## src/rtl/divider_seq.sv

```systemverilog
// divider_seq: sequential restoring divider, one quotient bit per clock.
// Start/ready handshake with a one-cycle done pulse; divide-by-zero is
// resolved in a single RUN cycle.
// Build option: DIVIDER_SIGNED_EN selects two's-complement operation
// (magnitude conversion on start plus a FIX cycle that restores signs).
//
// state | meaning
// IDLE  | ready=1, results valid and held
// RUN   | one iteration per cycle, WIDTH cycles (1 cycle for divisor 0)
// FIX   | signed build only: sign correction of quotient/remainder
module divider_seq #(
  parameter int WIDTH = 8
) (
  input  logic             clk,
  input  logic             rst_n,
  input  logic             start,
  input  logic [WIDTH-1:0] A,
  input  logic [WIDTH-1:0] B,
  output logic [WIDTH-1:0] Quotient,
  output logic [WIDTH-1:0] Remainder,
  output logic             ready,
  output logic             done,
  output logic             div_by_zero
);

  // Smallest width that holds WIDTH+1.
  localparam int CW = $clog2(WIDTH + 2);

  localparam logic [1:0] S_IDLE = 2'd0;
  localparam logic [1:0] S_RUN  = 2'd1;
`ifdef DIVIDER_SIGNED_EN
  localparam logic [1:0] S_FIX  = 2'd2;
`endif

  localparam logic [CW-1:0]    LAST = CW'(WIDTH - 1);
  localparam logic [WIDTH-1:0] ONE  = WIDTH'(1);

  logic [1:0]       state_q, state_d;
  logic [WIDTH-1:0] q_q, q_d;
  // Partial remainder. The trial difference is formed at WIDTH+1 bits, but
  // the kept remainder is always below the divisor, so its top bit is
  // always zero and is not stored.
  logic [WIDTH-1:0] r_q, r_d;
  logic [WIDTH-1:0] div_q, div_d;
  logic [CW-1:0]    cnt_q, cnt_d;
  logic             done_q, done_d;
  logic             dbz_q, dbz_d;

  logic [WIDTH-1:0] a_mag, b_mag;
  logic [WIDTH-1:0] a_orig;
  logic [WIDTH:0]   shifted, trial;

`ifdef DIVIDER_SIGNED_EN
  logic sgn_a_q, sgn_a_d;
  logic sgn_x_q, sgn_x_d;

  // Operand magnitudes; the most negative value maps onto itself, which is
  // the correct unsigned magnitude.
  always_comb begin
    a_mag  = A[WIDTH-1] ? (~A + ONE) : A;
    b_mag  = B[WIDTH-1] ? (~B + ONE) : B;
    // Divide-by-zero returns the original dividend, recovered from its magnitude.
    a_orig = sgn_a_q ? (~q_q + ONE) : q_q;
  end
`else
  // Unsigned build: operands pass straight through.
  always_comb begin
    a_mag  = A;
    b_mag  = B;
    a_orig = q_q;
  end
`endif

  // One restoring step: shift in the next dividend bit, try subtracting D.
  always_comb begin
    shifted = {r_q, q_q[WIDTH-1]};
    trial   = shifted - {1'b0, div_q};
  end

  // Next-state logic; start has priority over everything, in any state.
  always_comb begin
    state_d = state_q;
    q_d     = q_q;
    r_d     = r_q;
    div_d   = div_q;
    cnt_d   = cnt_q;
    done_d  = 1'b0;
    dbz_d   = dbz_q;
`ifdef DIVIDER_SIGNED_EN
    sgn_a_d = sgn_a_q;
    sgn_x_d = sgn_x_q;
`endif
    if (start) begin
      div_d   = b_mag;
      q_d     = a_mag;
      r_d     = '0;
      cnt_d   = '0;
      dbz_d   = 1'b0;
      state_d = S_RUN;
`ifdef DIVIDER_SIGNED_EN
      sgn_a_d = A[WIDTH-1];
      sgn_x_d = A[WIDTH-1] ^ B[WIDTH-1];
`endif
    end else begin
      case (state_q)
        S_IDLE: begin
          state_d = S_IDLE;
        end
        S_RUN: begin
          if (div_q == '0) begin
            q_d     = '1;
            r_d     = a_orig;
            dbz_d   = 1'b1;
            done_d  = 1'b1;
            state_d = S_IDLE;
          end else begin
            if (!trial[WIDTH]) begin
              r_d = trial[WIDTH-1:0];
              q_d = {q_q[WIDTH-2:0], 1'b1};
            end else begin
              r_d = shifted[WIDTH-1:0];
              q_d = {q_q[WIDTH-2:0], 1'b0};
            end
            cnt_d = cnt_q + 1'b1;
            if (cnt_q == LAST) begin
`ifdef DIVIDER_SIGNED_EN
              state_d = S_FIX;
`else
              done_d  = 1'b1;
              state_d = S_IDLE;
`endif
            end
          end
        end
`ifdef DIVIDER_SIGNED_EN
        S_FIX: begin
          if (sgn_x_q) q_d = ~q_q + ONE;
          if (sgn_a_q) r_d = ~r_q + ONE;
          done_d  = 1'b1;
          state_d = S_IDLE;
        end
`endif
        default: begin
          state_d = S_IDLE;
        end
      endcase
    end
  end

  // State and datapath registers with asynchronous active-low reset.
  always_ff @(posedge clk or negedge rst_n) begin
    if (!rst_n) begin
      state_q <= S_IDLE;
      q_q     <= '0;
      r_q     <= '0;
      div_q   <= '0;
      cnt_q   <= '0;
      done_q  <= 1'b0;
      dbz_q   <= 1'b0;
    end else begin
      state_q <= state_d;
      q_q     <= q_d;
      r_q     <= r_d;
      div_q   <= div_d;
      cnt_q   <= cnt_d;
      done_q  <= done_d;
      dbz_q   <= dbz_d;
    end
  end

`ifdef DIVIDER_SIGNED_EN
  // Operand sign flags captured on start for the FIX cycle.
  always_ff @(posedge clk or negedge rst_n) begin
    if (!rst_n) begin
      sgn_a_q <= 1'b0;
      sgn_x_q <= 1'b0;
    end else begin
      sgn_a_q <= sgn_a_d;
      sgn_x_q <= sgn_x_d;
    end
  end
`endif

  assign Quotient    = q_q;
  assign Remainder   = r_q;
  assign ready       = (state_q == S_IDLE);
  assign done        = done_q;
  assign div_by_zero = dbz_q;

endmodule

```

## config.mk

```make
export PLATFORM = sky130hd
export DESIGN_NAME = divider_seq
export DESIGN_NICKNAME = d
export VERILOG_FILES = /design/src/rtl/divider_seq.sv
export SDC_FILE = /design/constraint.sdc
export NUM_CORES = 1
export LEC_CHECK = 0
export ABC_CLOCK_PERIOD_IN_PS = 2290
export CORE_ASPECT_RATIO = 1.25
export CORE_MARGIN = 4
export CORE_UTILIZATION = 47
export DETAILED_ROUTE_END_ITERATION = 8
export GPL_ROUTABILITY_DRIVEN = 0
export PLACE_DENSITY_LB_ADDON = 0.3
export SLEW_MARGIN = 20
export SYNTH_ARGS = -nofsm -noshare
export SYNTH_HDL_FRONTEND = slang
export SYNTH_SLANG_ARGS = --single-unit
```

## constraint.sdc

```tcl
create_clock -name clk -period 2.29 [get_ports clk]
set_input_delay 0.5725 -clock clk [delete_from_list [all_inputs] [get_ports clk]]
set_output_delay 0.5725 -clock clk [all_outputs]
set_load 0.01 [all_outputs]
```

==> results.txt <==
The run finished, with violations left. The checks that failed: negative setup slack. The average footprint of a synthesized cell came out at 8.68 sq um. The root buffer cell chosen for the clock tree is sky130_fd_sc_hd__clkbuf_8. Post-CTS timing repair inserted 0 buffers for setup. The power density over cell area is around 1100 nW/um^2. The layout has between 300 and 400 filler cells.

The number of buffers created by CTS is 5. After Yosys synthesis, and, or, nand and nor cells account for 18.5% of the synthesized area. The minimum clock period came out at about 2.3 ns. The via total after detailed routing came out at ~1900.

For this configuration, the core starts out at a cell density of about half. The post-synthesis share of cell area spent on xor and xnor gates is around 2.6%. The analysis attributes to cell leakage a power of between 1 and 1.5 nW. The vertical die dimension is between 80 and 90 microns. The relative max-transition margin is between 70% and 80%. By area the synthesized netlist is led by sky130_fd_sc_hd__dfrtp_1 (39%), sky130_fd_sc_hd__o21ai_0 (6.3%), sky130_fd_sc_hd__ha_1 (5.7%). The final worst setup slack came out at -0.0564 ns. The total area of sequential cells is just under 800 sq um.

After clock tree synthesis, the flow added hold-fix buffers numbering 0. The path depth of the worst reg2reg path is 9. 38 I/O pins were placed. The placeable core area came out at just over 4000 sq um. The count of antenna diodes in the layout came out at 0. The post-synthesis sequential element count came out at 31. The number of enable flip-flop cells after synthesis is 0. The insertion delay of the later-clocked pin in the worst-skew pair is 0.28 ns. The initial antenna violation count came out at 0. The width of the die is about 66 microns. Of the total synthesized cell area, the portion taken by full adders, half adders and majority gates is under 10%.

Counting distinct cell types in the post-synthesis netlist gives 42. Summing all multi-input logic gate instances after layout gives about 1100 sq um. The share of synthesized area spent on multiplexers came out at about 1.6%. In this run the worst path has a maximum fanout of 5.

The clock skew after layout came out at 0.00373 ns. The peak supply drop is about 0.53 mV. The floorplan die area came out at roughly 5300 sq um. The worst hold path terminates at div_by_zero.

For this design, the sink count on the clock tree is 31. After the flow finishes, the layout carries non-filler instances totaling 344. STA classifies the critical path startpoint as a flop. The final clock period utilization by the worst path came out at 102%. The post-CTS clock slew at the launch and capture registers of the worst setup and hold paths came out at roughly 0.060 ns. Summed over all instances, the cell type with the most area after synthesis is sky130_fd_sc_hd__dfrtp_1. The critical hold path startpoint is div_by_zero. Relative to the synthesized area, the layout overhead comes to 37.3%. Counting tap cells, the placed design contains a total of around 340 instances. The main combinational cell family by area after synthesis is compound AO/OA/AOI/OAI gates. The remaining design rule violation count came out at 0. In this run the critical register-to-register path is captured at Remainder[6]. The first-iteration detailed-routing DRC count came out at roughly 140. The synthesized netlist devotes around a quarter of its cell area to compound gates. Setup violations remaining at the end of the flow were counted as 1. The count of port buffers added during placement came out at 37. The worst path arrival time is between 2 and 3 ns.

The share of post-route cells with drive strength above 1 came out at approximately 16%. The path type of the worst min-delay path is reg -> reg. The total nets after synthesis is about 260. The data required time of the worst path came out at ~2.5 ns. The H-tree level count is 2. Across every metal layer, demand over resource in global routing totals 21.1%. The tool flagged a number of max-cap violations equal to 0. The half-perimeter wire length after placement is 3840 microns. The area share of the largest cell type after synthesis came out at about two fifths. The count of final max-slew check failures is 0.

The worst setup path is captured at a flop. The number of nets in the layout is about 320. Entering global routing, the biggest net connects 47 pins.

The number of nets with antenna violations after detailed routing came out at 0. The first-pass iteration count of the detailed router is 4. For this run, the top clock speed supported by timing is ~430 MHz. Synthesis handed over a netlist of 229 instances. After layout, the design draws a total of roughly 2.9 mW. The hold path depth came out at 2. The final wirelength is between 5000 and 6000 microns. TritonCTS built the clock tree. The sequential cell area fraction in the yosys report came out at between 30 and 40%.

The number of global-route vias before repair came out at roughly 1900. The worst register-to-register path begins at Quotient[7]. Setup repair after global routing could not meet its margin everywhere.

After synthesis, the share of flip-flops with an asynchronous set or reset is 100%. The average wire per cell in the routed design came out at approximately 15 microns. The number of rows in the core area is 26. The netlist area before placement is 1990 sq um. The overflow left after global routing came out at 0. The detailed-route vias per instance is ~5.6.

By startpoint and endpoint, the worst setup path is classified as reg -> reg. The worst-case register-to-register setup slack came out at -0.06 ns. The final number of hold-violating endpoints came to 0. The maximum clock insertion buffer count is 2. During synthesis, Yosys emitted a total of 0 warnings. The slew at the pin with the worst max-slew slack came out at 0.423 ns. The global-route wire length before repair came out at between 8000 and 9000 microns.

The most used flip-flop cell after synthesis is sky130_fd_sc_hd__dfrtp_1.
## cells in the mapped netlist (2+ instances only)
library cell / count
sky130_fd_sc_hd__dfrtp_1: 31
sky130_fd_sc_hd__nand2_1: 26
sky130_fd_sc_hd__o21ai_0: 25
sky130_fd_sc_hd__a21oi_1: 18
sky130_fd_sc_hd__inv_1: 14
sky130_fd_sc_hd__clkbuf_1: 12
sky130_fd_sc_hd__nor2_1: 11
sky130_fd_sc_hd__ha_1: 9
sky130_fd_sc_hd__o211ai_1: 9
sky130_fd_sc_hd__and3_1: 7
sky130_fd_sc_hd__a21o_1: 6
sky130_fd_sc_hd__nand3b_1: 6
sky130_fd_sc_hd__nand3_1: 5
sky130_fd_sc_hd__xor2_1: 5
sky130_fd_sc_hd__nor3_1: 4
sky130_fd_sc_hd__o21a_1: 4
sky130_fd_sc_hd__a211oi_1: 3
sky130_fd_sc_hd__nand4_1: 3
sky130_fd_sc_hd__o221ai_1: 3
sky130_fd_sc_hd__and2_1: 2
sky130_fd_sc_hd__mux2i_1: 2
sky130_fd_sc_hd__nand2b_1: 2
sky130_fd_sc_hd__nor4_1: 2
sky130_fd_sc_hd__o32ai_1: 2
## sequential cells by signal, summed over array words and instances (netlist names)
name and cells:
Quotient 8, div_by_zero 1, Remainder 8, cnt_q 4, div_q 8, state_q 1
done 1
## logic make-up after synthesis
group,Yosys count
mux,3
flops,31
compound gates,80
fa+ha+maj,10
xor+xnor,6
simple gates,73
buf+inv,26
## placed cells by master (no fill, tap or decap), types with 2 or more instances in the layout
cell and n:
sky130_fd_sc_hd__o21a_1 4, sky130_fd_sc_hd__clkdlybuf4s50_1 37, sky130_fd_sc_hd__nand3_1 5, sky130_fd_sc_hd__o32ai_1 2
sky130_fd_sc_hd__nor2_1 10, sky130_fd_sc_hd__and3_1 7, sky130_fd_sc_hd__o21ai_0 25, sky130_fd_sc_hd__dfrtp_1 31
sky130_fd_sc_hd__nand3b_1 6, sky130_fd_sc_hd__ha_1 8, sky130_fd_sc_hd__xor2_1 5, sky130_fd_sc_hd__a21oi_1 18
sky130_fd_sc_hd__a21o_1 6, sky130_fd_sc_hd__nand2_1 26, sky130_fd_sc_hd__nand4_1 3, sky130_fd_sc_hd__o221ai_2 2
sky130_fd_sc_hd__o211ai_1 9, sky130_fd_sc_hd__a211oi_1 2, sky130_fd_sc_hd__and2_1 2, sky130_fd_sc_hd__mux2i_1 2
sky130_fd_sc_hd__nor3_1 3, sky130_fd_sc_hd__buf_4 26, sky130_fd_sc_hd__inv_1 14, sky130_fd_sc_hd__o221ai_1 2
sky130_fd_sc_hd__nor4_1 2, sky130_fd_sc_hd__clkbuf_8 6
## per-layer routing
metal | GRT usage [%] | vias to the layer above | part of all wire [%]
met5 | 0 | - | 0
li1 | - | 951 | -
met3 | 4.34 | 11 | 5.7
met2 | 35.7 | 71 | 50
met1 | 26.3 | 906 | 42
met4 | 7.52 | 0 | 1.9
## metrics by stage
step           hold slack (ns)  setup TNS (ns)  worst slack [ns]  cell area, sq um  utilization (%)
6_report                 0.506         -0.0564           -0.0564              2730             66.5
5_1_grt                  0.578          -0.346            -0.155              2730             66.5
4_1_cts                  0.509         -0.0560           -0.0393              2710             66.1
3_5_place_dp             0.490          -0.230           -0.0752              2590             63.1
3_3_place_gp             0.483         -0.0310           -0.0310              2590             63.1
2_1_floorplan            0.277          -0.121           -0.0834              2000                -
## critical path, cell delays in order, from the launching register on
cell	delay, ns
sky130_fd_sc_hd__dfrtp_1	0.34
sky130_fd_sc_hd__inv_1	0.05
sky130_fd_sc_hd__ha_2	0.18
sky130_fd_sc_hd__fa_2	0.34
sky130_fd_sc_hd__nand2b_4	0.16
sky130_fd_sc_hd__a211oi_4	0.32
sky130_fd_sc_hd__buf_4	0.19
sky130_fd_sc_hd__nor3_2	0.04
sky130_fd_sc_hd__or4b_1	0.48
sky130_fd_sc_hd__o221ai_2	0.16
## cell type report
| type | instances | share of cell area, % |
|---|---|---|
| tap | 56 | 2.57 |
| clock buffer | 6 | 3.03 |
| sequential | 31 | 28.4 |
| inverter | 14 | 1.93 |
| multi-input combinational | 172 | 42.0 |
| timing repair buffer | 63 | 20.7 |
| clock inverter | 2 | 1.28 |
## timing repair
action,in CTS,in global routing
gates resized for setup,1,5
setup endpoints to repair,6,9
pin swaps,1,0
## worst max path at each step
| stage | startpoint | end | depth (start not counted) |
|---|---|---|---|
| final | Quotient[7] | Remainder[6] | 9 |
| after global routing | Quotient[7] | Remainder[6] | 9 |
| after CTS | Quotient[7] | Remainder[6] | 9 |
| after detailed placement | Quotient[7] | Remainder[6] | 9 |
| after global placement | Quotient[7] | Remainder[6] | 9 |
| after floorplan | Quotient[7] | Remainder[6] | 8 |
## power by group
part           switching [mW]  total [mW]  internal, mW
logic                   0.835        1.60         0.765
clock network           0.199       0.551         0.352
registers              0.0794       0.729         0.650
total                    1.11        2.88          1.77
Note: power is estimated with default switching activity, not from simulation.
==> variant 1, RTL diff (same settings) <==
Take the reset off `q_q` and load it in a clocked block of its own.
--- a/src/rtl/divider_seq.sv
+++ b/src/rtl/divider_seq.sv
@@ -153,3 +153,2 @@
       state_q <= S_IDLE;
-      q_q     <= '0;
       r_q     <= '0;
@@ -161,3 +160,2 @@
       state_q <= state_d;
-      q_q     <= q_d;
       r_q     <= r_d;
@@ -168,2 +166,6 @@
     end
+  end
+
+  always_ff @(posedge clk) begin
+    q_q <= q_d;
   end
Check against the original RTL: not equivalent (Yosys sat finds a counterexample within 4 cycles, from zero or initial values and one cycle with rst_n low).
==> variant 1 against the unedited design <==
Cell area shrank 2.6%. Fmax increased by 2.5%. Combinational power shrank 16%. Wire length fell by 1.3%. Count of clock-buffer cells in the layout up 1. Worst setup slack gained 0.057 ns. Sequential cell count is the same. Power down 7.9%. Synthesized area fell by 2.7%. Critical endpoint is now Remainder[3]$_DFFE_PN0N_. Largest cell class unchanged. Largest power group unchanged.
==> variant 1: results (changes against the unedited design) <==
- First-pass GRT wire length: 8.286 mm (-3.7%)
- Pin count of the biggest net entering global routing: 27 (-43%)
- FFs w/ async S/R, synth: 74.19% (-26 points)
- Reg2reg setup slack: 0.0006 ns (+0.06 ns)
- Sw Ratio: 37.06% (-1.6 points)
- Crit path max-delay cell type: edfxtp_1
- Ranking of synthesized cells by area: dfrtp_1 30%, edfxtp_1 12%, ha_1 5.8%, nand2_1 5.2%, a21oi_1 4.1%
- Post-synthesis average cell area: 9.118 um2 (+5.1%)
- Seq/Total Area, Yosys: 42.20% (+3.2 points)
- Critical path's top delay family: compound AO/OA/AOI/OAI gates
- Hold_ws: 0.5103 ns (+0.004441 ns)
- FMAX: 436.8 MHz (+2.5%)
- Total routed wirelength: 5.174 mm (-1.3%)
- DRT iter0 DRCs: 99 (-29%)
- Reg2reg end: Remainder[3]$_DFFE_PN0N_
- Clk buf depth: 2 (unchanged)
- Place WS: -0.05964 ns (+0.01558 ns)
- Nets: 301 (-4.7%)
- Total CTS buffers: 5 (unchanged)
- Reg2reg start: Quotient[7]$_DFFE_PN_
- Net count of the mapped netlist: 241 (-6.6%)
- Cells after DPL: 311 (-7.4%)
- Outcome: finished, final reports clean
- Slew headroom: 61.66% (-10 points)
- Most common library cells after synthesis: 27 x nand2_1, 23 x dfrtp_1, 19 x nor2_1, 16 x a21oi_1, 14 x inv_1
- Clock skew: 0.005175 ns (+0.001442 ns)
- Filler cells: 341 (-6.8%)
- Layout cells sized above 1: 16.48% (+0.16 points)
- Worst-skew pair later-pin latency: 0.28 ns (about the same)
- Post-DP HPWL: 3.774 mm (-1.8%)
- EDFF count, synth: 8 (+8)
- Worst Hold Depth: 2 (unchanged)
- Warnings, synthesis: 0 (unchanged)
- CP arrival: 2.45 ns (-0.10 ns)
- Max stage delay on crit path: 0.37 ns (-0.11 ns)
- Post-DR vias/cell: 5.624 (-0.23%)
- Vias in the first global route: 1775 (-4.3%)
- Routed len/inst: 15.82 um (+3.9%)
- Leak Pwr: 0.001139 uW (-6.4%)
- Peak VDD IR: 517.4 uV (-2.2%)
- Worst Hold End: div_by_zero$_DFFE_PN0P_
- GR Util All Layers: 20.70% (-0.42 points)
-- variant 1: kinds of logic (layout without fill, tap and decap cells) --
kind of cell	count (synthesis)	after routing	synth area share, %
buf+inv	25	85	5.761
mux	1	1	0.5825
fa+ha+maj	10	10	6.861
compound gates	62	62	22.14
xor+xnor	7	7	3.172
simple gates	76	77	19.29
flops	31	31	42.20
-- variant 1: power groups by stage --
stage	clock (uW)	sequential, uW	combinational (uW)
finish	517	780	1350
global route	556	793	1460
CTS	527	777	1310
detailed placement	0	786	1220
global placement	0	786	1200
floorplan	0	804	774
-- variant 1: tightest hold or removal path: cells and delay by family, from the launching register on --
family,cells,cell delay [ns]
AND/OR/NAND/NOR,1,0.08
AO/OA/AOI/OAI,1,0.05
flip-flops,1,0.35
-- variant 1: repair_timing --
item	CTS	global route
pin swaps	3	1
cloned	1	0
setup buffers	3	4
gates resized for setup	1	0
setup endpoints to repair	5	8
-- variant 1: through the flow --
stage	util, %	TNS [ns]	area, um2
floorplan	-	-0.6777	1957
global placement	63.90	-0.008471	2479
detailed placement	63.90	-0.1088	2479
CTS	67.71	0	2626
global route	68.48	-0.4156	2656
finish	68.48	0	2656
-- variant 1: how the worst max path moves through the flow --
stage | endpoint | from
after detailed placement | Quotient[0]$_DFFE_PN_ | Quotient[7]$_DFFE_PN_
final | Remainder[3]$_DFFE_PN0N_ | Quotient[7]$_DFFE_PN_
after floorplan | Remainder[5]$_DFFE_PN0N_ | Quotient[7]$_DFFE_PN_
after CTS | Remainder[3]$_DFFE_PN0N_ | Quotient[7]$_DFFE_PN_
after global placement | Quotient[0]$_DFFE_PN_ | Quotient[7]$_DFFE_PN_
after global routing | Remainder[3]$_DFFE_PN0N_ | Quotient[7]$_DFFE_PN_
-- variant 1: metal layers --
metal  GRT usage (%)  share of wire [%]  up-vias  routed length (um)
li1                -                  -      882                   -
met1           26.03                 43      880                2221
met2           35.26                 51       66                2630
met3           3.380                4.2       11                 217
met4           7.884                2.0        0                 105
met5               0                  0        -                   0
-- variant 1: cell type report --
cell class | instances | area (um2) | area share [%]
multi-input cells | 157 | 1042 | 39.24
flip-flops and latches | 31 | 815.8 | 30.71
repair buffers | 63 | 565.5 | 21.29
clock buffers | 7 | 107.6 | 4.051
well taps | 54 | 67.56 | 2.544
inverters | 14 | 52.55 | 1.978
clock inverters | 1 | 5.005 | 0.1884
==> variant 2, RTL diff (same flow settings) <==
Made on the original files. `WIDTH`: 8 -> 4.
--- a/src/rtl/divider_seq.sv
+++ b/src/rtl/divider_seq.sv
@@ -11,3 +11,3 @@
 module divider_seq #(
-  parameter int WIDTH = 8
+  parameter int WIDTH = 4
 ) (
Interface: changed (resized A, B, Quotient and Remainder); port bits go from 38 to 22. No check against the original RTL was run, so the function may have changed too.
==> variant 2 against the unedited design <==
Die area down 39%. Worst setup slack better by 0.34 ns. Synthesized area down 43%. Combinational power down 60%. Sequential cell count down 13. Clock skew down 0.0013 ns. First-iteration DRC count down 87%. Synthesized cell count down 48%. Clock power down 64%. Wire length down 52%. Cell area down 49%. Power down 55%.
==> variant 2: results (changes against the unedited design) <==
- Peak VDD IR: 475.2 uV (-10%)
- Area share of fa/ha/maj cells after synthesis: 8.361% (+1.7 points)
- Ranking of synthesized cells by area: dfrtp_1 40%, ha_1 6.6%, nand2_1 4.0%, o21ai_0 3.5%, nor2_1 3.3%
- GR Util All Layers: 17.13% (-4.0 points)
- Post-synthesis compound-gate area fraction: 21.45% (-5.2 points)
- Total routed wirelength: 2.500 mm (-52%)
- Place WS: 0.3007 ns (+0.3759 ns)
- Register clock-pin slew on the reported worst setup and hold paths: 0.11 ns (+0.05 ns)
- First-pass GRT wire length: 4.236 mm (-51%)
- Warnings, synthesis: 0 (unchanged)
- Initial antenna violation count: 0 (unchanged)
- Layout cells sized above 1: 14.08% (-2.2 points)
- Pin count of the biggest net entering global routing: 25 (-47%)
- Net count of the mapped netlist: 136 (-47%)
- Clk buf depth: 2 (unchanged)
- Post-CTS Setup Inserts: 0 (unchanged)
- Int Pwr: 800.4 uW (-55%)
- PostCTS Resize Cnt: 0 (-1)
- First drt pass iteration count: 4 (unchanged)
- Post-synthesis mux area share: 0.9901% (-0.58 points)
- Critical path's top delay family: buffers and inverters
- CP arrival: 1.44 ns (-1.11 ns)
- Most common library cells after synthesis: 18 x dfrtp_1, 12 x nand2_1, 10 x nor2_1, 9 x inv_1, 8 x o21ai_0
- Slew headroom: 75.80% (+4.0 points)
- Nets: 161 (-49%)
- Seq/Total Area, Yosys: 39.60% (+0.56 points)
- Antenna diodes: 0 (unchanged)
- FFs w/ async S/R, synth: 100.0% (unchanged)
- Synth cell types: 39 (-7.1%)
- Clock skew: 0.002464 ns (-0.001269 ns)
- Outcome: finished, final reports clean
- Clk root buf: clkbuf_4
- Total CTS buffers: 3 (-2)
- Min-delay worst type: flop to flop
- GRT overflow: 0 (unchanged)
- Post-DP HPWL: 1.919 mm (-50%)
- Crit path max-delay cell type: clkdlybuf4s50_1
- CP max FO: 6 (+1)
- Max cap viols: 0 (unchanged)
- Worst-skew pair later-pin latency: 0.30 ns (+0.02 ns)
- Synth Flop Type: dfrtp_1
- DRT iter0 DRCs: 18 (-87%)
- Vias: 949 (-51%)
- Max stage delay on crit path: 0.57 ns (+0.09 ns)
- Vias in the first global route: 964 (-48%)
- Number of H-tree levels: 1 (-1)
- PortBufs: 21 (-43%)
- Xor/xnor share of the synthesized area: 1.540% (-1.1 points)
- Leak Pwr: 0.0006278 uW (-48%)
-- variant 2: cell types whose count changed in the layout (fill, tap and decap cells not counted), moves of 8 or more --
cell             delta
dfrtp_1            -13
nand2_1            -14
a21oi_1            -12
o211ai_1            -8
buf_4              -22
clkdlybuf4s50_1    -16
o21ai_0            -17
-- variant 2: metrics by stage --
stage	std cells	utilization [%]	total power (uW)	hold slack, ns	instance area, um2
after detailed placement	169	60.44	1111	0.5011	1365
after global routing	173	62.05	1403	0.5882	1401
after global placement	169	60.44	1084	0.4778	1365
after CTS	173	62.05	1314	0.5260	1401
after floorplan	118	-	889.0	0.2769	1137
final	173	62.05	1303	0.5144	1401
-- variant 2: metal layers --
layer / wire length [um] / global-route usage [%]
met3: 55 / 2.864
met5: 0 / 0
met2: 1314 / 27.83
met1: 1102 / 22.49
met4: 28 / 5.902
-- variant 2: layout make-up --
cell class,count,area (um2)
clock buffer,4,36.28
tap,31,38.79
sequential,18,450.4
inverter,9,33.78
fill,190,857.1
multi-input combinational,86,601.8
timing repair buffer,25,240.2
-- variant 2: power groups by stage --
stage	sequential [uW]	combinational [uW]	clock [uW]
2_1_floorplan	480	409	0
3_3_place_gp	468	616	0
3_5_place_dp	475	636	0
4_1_cts	468	639	206
5_1_grt	481	703	220
6_report	468	635	200
-- variant 2: path summary, 6_finish.rpt --
path / start / endpoint / slack, ns / cells after the start
setup / recovery: state_q[0]$_DFFE_PN0P_ / ready / 0.28 / 2
hold / removal: div_by_zero$_DFFE_PN0P_ / div_by_zero$_DFFE_PN0P_ / 0.51 / 2
setup reg to reg: Quotient[3]$_DFFE_PN0N_ / Remainder[3]$_DFFE_PN0N_ / 0.28 / 8
hold reg to reg: div_by_zero$_DFFE_PN0P_ / div_by_zero$_DFFE_PN0P_ / 0.51 / 2
max in group asynchronous: rst_n / div_q[2]$_DFFE_PN0P_ / 1.50 / 2
min in group asynchronous: rst_n / div_by_zero$_DFFE_PN0P_ / 0.59 / 2
-- variant 2: worst reg2reg max path, cell delays in order, from the launching register on --
cell and delay [ns]:
dfrtp_1 0.41, inv_1 0.12, ha_1 0.17, inv_1 0.05, fa_1 0.41, nand3_2 0.13, nand3_2 0.13, and2_1 0.19
o311a_1 0.28
-- variant 2: logic make-up after synthesis --
logic type,Yosys count
and+or+nand+nor,42
AOI/OAI and AO/OA,34
DFF,18
buffers and inverters,14
adders and majority gates,7
xor gates and xnor gates,2
muxes,1
